$ cat src/rtl/fetch_if.sv
// fetch_if: PC-register, instruction-memory, branch and decode signals of the fetch unit.
// master = fetch_unit side, slave = PC register / memory / decode side.
interface fetch_if #(
  parameter int ADDR_SIZE  = 11,
  parameter int INSTR_SIZE = 16
) ();
  logic [ADDR_SIZE-1:0]  pc;
  logic                  pc_load;
  logic                  pc_inc;
  logic [ADDR_SIZE-1:0]  pc_next;
  logic                  mem_req;
  logic [ADDR_SIZE-1:0]  mem_addr;
  logic                  mem_ack;
  logic [INSTR_SIZE-1:0] mem_rdata;
  logic                  br_valid;
  logic [ADDR_SIZE-1:0]  br_target;
  logic [INSTR_SIZE-1:0] instr;
  logic                  instr_valid;
  logic                  instr_ready;

  modport master (
    input  pc,
    output pc_load,
    output pc_inc,
    output pc_next,
    output mem_req,
    output mem_addr,
    input  mem_ack,
    input  mem_rdata,
    input  br_valid,
    input  br_target,
    output instr,
    output instr_valid,
    input  instr_ready
  );

  modport slave (
    output pc,
    input  pc_load,
    input  pc_inc,
    input  pc_next,
    input  mem_req,
    input  mem_addr,
    output mem_ack,
    output mem_rdata,
    output br_valid,
    output br_target,
    input  instr,
    input  instr_valid,
    output instr_ready
  );
endinterface

$ cat src/rtl/fetch_unit.sv
// fetch_unit: REQ/WAIT/HOLD/DISCARD/HALT fetch FSM; ports clk, rst (sync, high), bus (fetch_if.master).
// FETCH_HALT_EN: an all-ones instruction halts fetch after its handshake.
module fetch_unit #(
  parameter int ADDR_SIZE  = 11,
  parameter int INSTR_SIZE = 16
) (
  input logic     clk,
  input logic     rst,
  fetch_if.master bus
);

  typedef enum logic [2:0] {
    S_REQ,
    S_WAIT,
    S_HOLD,
    S_DISCARD,
    S_HALT
  } state_t;

  state_t state;
  state_t state_nxt;

  logic [INSTR_SIZE-1:0] instr_q;
  logic                  halt_q;
  logic                  is_ones;
  logic                  br;
  logic                  take;

`ifdef FETCH_HALT_EN
  assign is_ones = &bus.mem_rdata;
`else
  assign is_ones = 1'b0;
`endif

  // HALT is deaf to branches
  assign br   = bus.br_valid && (state != S_HALT);
  assign take = (state == S_WAIT) && bus.mem_ack
             && !bus.br_valid;

  always_ff @(posedge clk) begin
    if (rst) begin
      state <= S_REQ;
    end else begin
      state <= state_nxt;
    end
  end

  always_ff @(posedge clk) begin
    if (rst) begin
      instr_q <= '0;
      halt_q  <= 1'b0;
    end else if (take) begin
      instr_q <= bus.mem_rdata;
      halt_q  <= is_ones;
    end
  end

  always_comb begin
    state_nxt = state;
    unique case (state)
      S_REQ: begin
        // request already issued: a branch must
        // still swallow its response
        state_nxt = br ? S_DISCARD : S_WAIT;
      end
      S_WAIT: begin
        if (br) begin
          state_nxt = bus.mem_ack ? S_REQ
                                  : S_DISCARD;
        end else if (bus.mem_ack) begin
          state_nxt = S_HOLD;
        end
      end
      S_HOLD: begin
        if (br) begin
          state_nxt = S_REQ;
        end else if (bus.instr_ready) begin
          state_nxt = halt_q ? S_HALT : S_REQ;
        end
      end
      S_DISCARD: begin
        if (bus.mem_ack) begin
          state_nxt = S_REQ;
        end
      end
      S_HALT: begin
        state_nxt = S_HALT;
      end
      default: begin
        state_nxt = S_REQ;
      end
    endcase
  end

  always_comb begin
    bus.mem_req     = 1'b0;
    bus.mem_addr    = '0;
    bus.pc_load     = 1'b0;
    bus.pc_next     = '0;
    bus.pc_inc      = 1'b0;
    bus.instr_valid = 1'b0;
    bus.instr       = '0;
    if (!rst) begin
      bus.instr   = instr_q;
      bus.pc_load = br;
      bus.pc_next = br ? bus.br_target : '0;
      unique case (state)
        S_REQ: begin
          bus.mem_req  = 1'b1;
          bus.mem_addr = bus.pc;
        end
        S_WAIT: begin
          // a halting word leaves the PC on itself
          bus.pc_inc = take && !is_ones;
        end
        S_HOLD: begin
          bus.instr_valid = !bus.br_valid;
        end
        default: begin
        end
      endcase
    end
  end

endmodule

$ cat src/flat_wrapper.sv
// flat-port wrapper written by rule: the top's interface ports become plain ports
module fetch_unit_flat 
#(
  parameter int ADDR_SIZE  = 11,
  parameter int INSTR_SIZE = 16
)
  (clk, rst, bus_pc, bus_pc_load, bus_pc_inc, bus_pc_next, bus_mem_req, bus_mem_addr, bus_mem_ack, bus_mem_rdata, bus_br_valid, bus_br_target, bus_instr, bus_instr_valid, bus_instr_ready);
  fetch_if #(.ADDR_SIZE(ADDR_SIZE), .INSTR_SIZE(INSTR_SIZE)) bus_i ();
  input logic clk;
  input logic rst;
  input wire logic [$bits(bus_i.pc)-1:0] bus_pc;
  output wire logic [$bits(bus_i.pc_load)-1:0] bus_pc_load;
  output wire logic [$bits(bus_i.pc_inc)-1:0] bus_pc_inc;
  output wire logic [$bits(bus_i.pc_next)-1:0] bus_pc_next;
  output wire logic [$bits(bus_i.mem_req)-1:0] bus_mem_req;
  output wire logic [$bits(bus_i.mem_addr)-1:0] bus_mem_addr;
  input wire logic [$bits(bus_i.mem_ack)-1:0] bus_mem_ack;
  input wire logic [$bits(bus_i.mem_rdata)-1:0] bus_mem_rdata;
  input wire logic [$bits(bus_i.br_valid)-1:0] bus_br_valid;
  input wire logic [$bits(bus_i.br_target)-1:0] bus_br_target;
  output wire logic [$bits(bus_i.instr)-1:0] bus_instr;
  output wire logic [$bits(bus_i.instr_valid)-1:0] bus_instr_valid;
  input wire logic [$bits(bus_i.instr_ready)-1:0] bus_instr_ready;
  assign bus_i.pc = bus_pc;
  assign bus_pc_load = bus_i.pc_load;
  assign bus_pc_inc = bus_i.pc_inc;
  assign bus_pc_next = bus_i.pc_next;
  assign bus_mem_req = bus_i.mem_req;
  assign bus_mem_addr = bus_i.mem_addr;
  assign bus_i.mem_ack = bus_mem_ack;
  assign bus_i.mem_rdata = bus_mem_rdata;
  assign bus_i.br_valid = bus_br_valid;
  assign bus_i.br_target = bus_br_target;
  assign bus_instr = bus_i.instr;
  assign bus_instr_valid = bus_i.instr_valid;
  assign bus_i.instr_ready = bus_instr_ready;
  fetch_unit #(.ADDR_SIZE(ADDR_SIZE), .INSTR_SIZE(INSTR_SIZE)) u_core (.clk(clk), .rst(rst), .bus(bus_i));
endmodule
$ cat config.mk
export PLATFORM = sky130hd
export DESIGN_NAME = fetch_unit_flat
export DESIGN_NICKNAME = d
export VERILOG_FILES = /design/src/rtl/fetch_if.sv /design/src/rtl/fetch_unit.sv /design/src/flat_wrapper.sv
export SDC_FILE = /design/constraint.sdc
export NUM_CORES = 1
export LEC_CHECK = 0
export BUFFER_PORTS_ARGS = -buffer_cell sky130_fd_sc_hd__buf_2
export CAP_MARGIN = 20
export CORE_MARGIN = 5
export CORE_UTILIZATION = 42
export CTS_CLUSTER_SIZE = 25
export DETAILED_ROUTE_END_ITERATION = 8
export PLACE_DENSITY = 0.84
export SLEW_MARGIN = 40
export SYNTH_ARGS = -nofsm -noshare
export SYNTH_HDL_FRONTEND = slang
export SYNTH_SLANG_ARGS = --single-unit
$ cat constraint.sdc
create_clock -name clk -period 4.09 [get_ports clk]
set_clock_uncertainty 0.1 [all_clocks]
set_input_delay 0.409 -clock clk [delete_from_list [all_inputs] [get_ports clk]]
set_output_delay 0.409 -clock clk [all_outputs]
set_load 0.05 [all_outputs]
## After elaboration in Yosys (flattened, before gate mapping)

Cells that the tools add are included.

- Register bits: 19
- Word-level logic and storage cells: 36

- Eq/ne operators: 8
- Mux-type cells: 20
- Reductions and logical operators: 6

Operators by type and width:

| kind | number |
|---|---|
| $mux 11 | 4 |
| $mux 16 | 1 |
| $mux 3 | 5 |
| $pmux 3 s5 | 1 |
| $mux 1 | 7 |
| $eq 3x2->1 const B | 2 |
| $ne 3x2->1 const B | 2 |
| $mux 2 | 2 |
| $eq 3x1->1 const B | 1 |
| $eq 3x3->1 const B | 1 |
| $logic_and 1x1->1 | 3 |
| $logic_not 3->1 | 1 |
| $ne 3x3->1 const B | 1 |
| $reduce_and 3->1 | 1 |
| $ne 2x2->1 const B | 1 |
| $logic_not 1->1 | 1 |

## Depth between registers and ports, before layout

- Depth in word-level cells: 5
- Gate-level depth with buffers: 5
- Gate-level depth less buffers: 3

## Worst setup path after synthesis

No wires, ideal clock.

- Kind: input-to-output
- Start point: input rst
- End point: output bus_pc_inc
- Data arrival time: 2.173 ns
- Required time: 3.581 ns
- Setup slack: 1.408 ns
- Stages: 2
- Path through: or2_1 > nor4_1

- Cells in the longest elaborated chain, start to end: 1

RTL lines:

| item | RTL line | text |
|---|---|---|
| start, declared | flat_wrapper.sv:10 | `input logic rst;` |
| $mux 1 | fetch_unit.sv:103 | `if (!rst) begin` |
| end, declared | flat_wrapper.sv:13 | `output wire logic [$bits(bus_i.pc_inc)-1:0] bus_pc_inc;` |

No other way between the ends.

## Worst setup path in the final report

- Start point: register u_core.state[1]
- End point: output bus_pc_next[0]

- Cells in the longest elaborated chain, start to end: 4

RTL lines:

| item | RTL line | text |
|---|---|---|
| start, declared | fetch_unit.sv:20 | `state_t state;` |
| start signal, assigned | fetch_unit.sv:44 | `state <= state_nxt;` |
| $ne 3x3->1 | fetch_unit.sv:36 | `assign br = bus.br_valid && (state != S_HALT);` |
| $logic_and 1x1->1 | fetch_unit.sv:36 |  |
| $mux 11 | fetch_unit.sv:106 | `bus.pc_next = br ? bus.br_target : '0;` |
| $mux 11 | fetch_unit.sv:103 |  |
| end, declared | flat_wrapper.sv:14 | `output wire logic [$bits(bus_i.pc_next)-1:0] bus_pc_next;` |

No other way between the ends.

==> metrics.txt <==
status=finished clean; Die X=60.5 microns; fraction of registers with async set/reset=0; FMAX=417 MHz; pin count of the biggest net entering global routing=36; crit path time final=2.40 ns; ordered cell list for the critical path=nor3b_1 > nor3b_2 > and2_1 > buf_2; number of synthesized flops with an enable pin=0; synth top area cells=dfxtp_1 (36%), nor2b_1 (19%), mux2_2 (17%), and2_1 (13%), nor3b_1 (2.8%); XOR/XNOR Fraction of Synth Area=0.00818; Antenna Nets Post-Route=0; Total Routed Length=2750 microns; most frequent cells after synthesis=nor2b_1 (33), and2_1 (22), dfxtp_1 (19); Crit-path slowest cell=dfxtp_1; Final Max Slew Viols=0; number of port buffers=84; Tot GR Track Use=0.144; Setup crit start kind=register; I/O pins=85; DP Worst Slack=1.43 ns; global-route wire length before repair=4040 microns; Synth Area in Simple Gates=0.415; P per Cell Area=281 nW/um^2; synthesis warning total=0; mux cell area share after synthesis=0.168; Crit Path Max Fanout=12; Setup violations, final=0; CP peak stage delay=0.54 ns; core area=2450 sq um; per-cell routed wire length=12.2 microns; RSZ-0062 raised after global routing=false; Fillers=206; area share of the largest cell type after synthesis=0.355; peak supply drop=0.225 mV; critical setup path kind=register to output port; Starting Density=0.436; MaxCap Viol Count=0; synthesis-to-layout area growth=43.3%; full die area=3660 sq um; number of antenna diodes=0; crit share post-route=0.586; Lkg Pwr=0.827 nW; Seq/Total Area, Yosys=0.355; post-CTS sizing=0; CTS sink cnt=19; #FFs+latches synth=19; largest family of logic cells by synthesized area=simple AND/OR/NAND/NOR gates; Post-Synthesis Cells=113; post-layout net count=239; most common cell in the synthesized netlist=nor2b_1; DR pass1 iterations=1; Slew @ Worst Pin=0.563 ns; final worst slack=1.69 ns; overall power=0.431 mW; Worst setup EP type=output port; grt ovf=0; CTS clock-pin slew for the worst setup and hold paths=0.11 ns; Slew Limit Headroom=0.622; # rows=18; DR vias/cell=4.47; height of the chip=60.5 microns; DRC=0; hold buffers post-CTS=0; post-CTS setup buffer count=0; Worst Path Required=3.58 ns; Vias=1005; Synth Area in Compound Gates=0.0140; prevailing post-synth register cell=dfxtp_1; Hold WC Path Type=input pin to register; final hold violation count=0; DR iter-0 viols=0; Avg Inst Size Synth=9.48 sq um; Sum Neg Setup Slack=0 ns; CTS tree=done; Post-Syn Area=1070 sq um; Unique masters post-synth=17; number of global-route vias before repair=971; layout cells sized above 1=0.569; Adder-Cell Fraction of Synth Area=0; Post-Syn Nets=156; placer congestion estimate=0.651; antenna violations before repair=0; root buf cell=clkbuf_4; worst path bufs/invs=1; Yosys top cell by area=dfxtp_1; critical path arrival=1.89 ns; clk buf depth=2; htree depth=1; Clk Latency, worst-skew pair=0.30 ns; cts bufs inserted=3; critical path's top delay family=simple AND/OR/NAND/NOR gates
-- logic make-up after synthesis --
kind of cell	after synthesis
AND/OR/NAND/NOR	68
flip-flops	19
multiplexers	16
buffers and inverters	7
AO/OA/AOI/OAI	2
XOR/XNOR	1
-- per-layer routing --
metal | track usage | share of wire | vias up
li1 | - | - | 529
met2 | 0.262 | 0.51 | 47
met4 | 0.0526 | 0.015 | 0
met1 | 0.158 | 0.36 | 423
met3 | 0.0447 | 0.12 | 6
met5 | 0 | 0 | -
-- worst paths after layout --
kind	startpoint	end	slack, ns	cells past startpoint
max	u_core.state[1]	bus_pc_next[0]	1.69	4
min	bus_mem_rdata[4]	u_core.instr_q[4]	0.34	3
max reg2reg	u_core.state[0]	u_core.instr_q[2]	2.32	4
min reg2reg	u_core.state[0]	u_core.state[1]	0.52	1
-- layout by cell type (no fill, tap or decap), drive strengths merged --
| cell | instances |
|---|---|
| xor2 | 1 |
| dfxtp | 19 |
| and2b | 2 |
| nor2b | 33 |
| or2 | 1 |
| nor2 | 2 |
| mux2 | 16 |
| nor4 | 2 |
| nor3b | 4 |
| nor3 | 1 |
| a211oi | 2 |
| clkbuf | 3 |
| buf | 85 |
| and2 | 22 |
| clkinv | 1 |
| nand2 | 1 |
-- stage by stage --
step | hold slack, ns | util | instance area (sq um) | instances
final | 0.341 | 0.625 | 1540 | 225
after global routing | 0.339 | 0.625 | 1540 | 225
after CTS | 0.333 | 0.621 | 1530 | 225
after detailed placement | 0.479 | 0.610 | 1500 | 221
after global placement | 0.451 | 0.606 | 1490 | 220
after floorplan | 0.419 | - | 1070 | 113
-- cell type report --
cell class | count | area [sq um] | area share
flip-flops and latches | 19 | 380 | 0.248
clock inverters | 1 | 5.00 | 0.00326
clock buffers | 3 | 22.5 | 0.0147
well taps | 30 | 37.5 | 0.0244
repair buffers | 85 | 432 | 0.281
multi-input cells | 87 | 658 | 0.429
-- power by group --
part | internal [mW] | switching (mW) | total [mW]
sequential | 0.192 | 0.00582 | 0.198
clock | 0.0364 | 0.0588 | 0.0952
combinational | 0.0482 | 0.0897 | 0.138
-- flip-flops by register name (all words and copies together) (netlist names) --
name / cells
u_core.instr_q: 16
u_core.state: 3
-- worst register-to-register path, stage by stage (launching register included) --
cell and delay, ns:
dfxtp_1 0.46, nand2_2 0.12, nor4_4 0.44, buf_6 0.22, mux2_2 0.33
(Power assumes the default switching activity.)
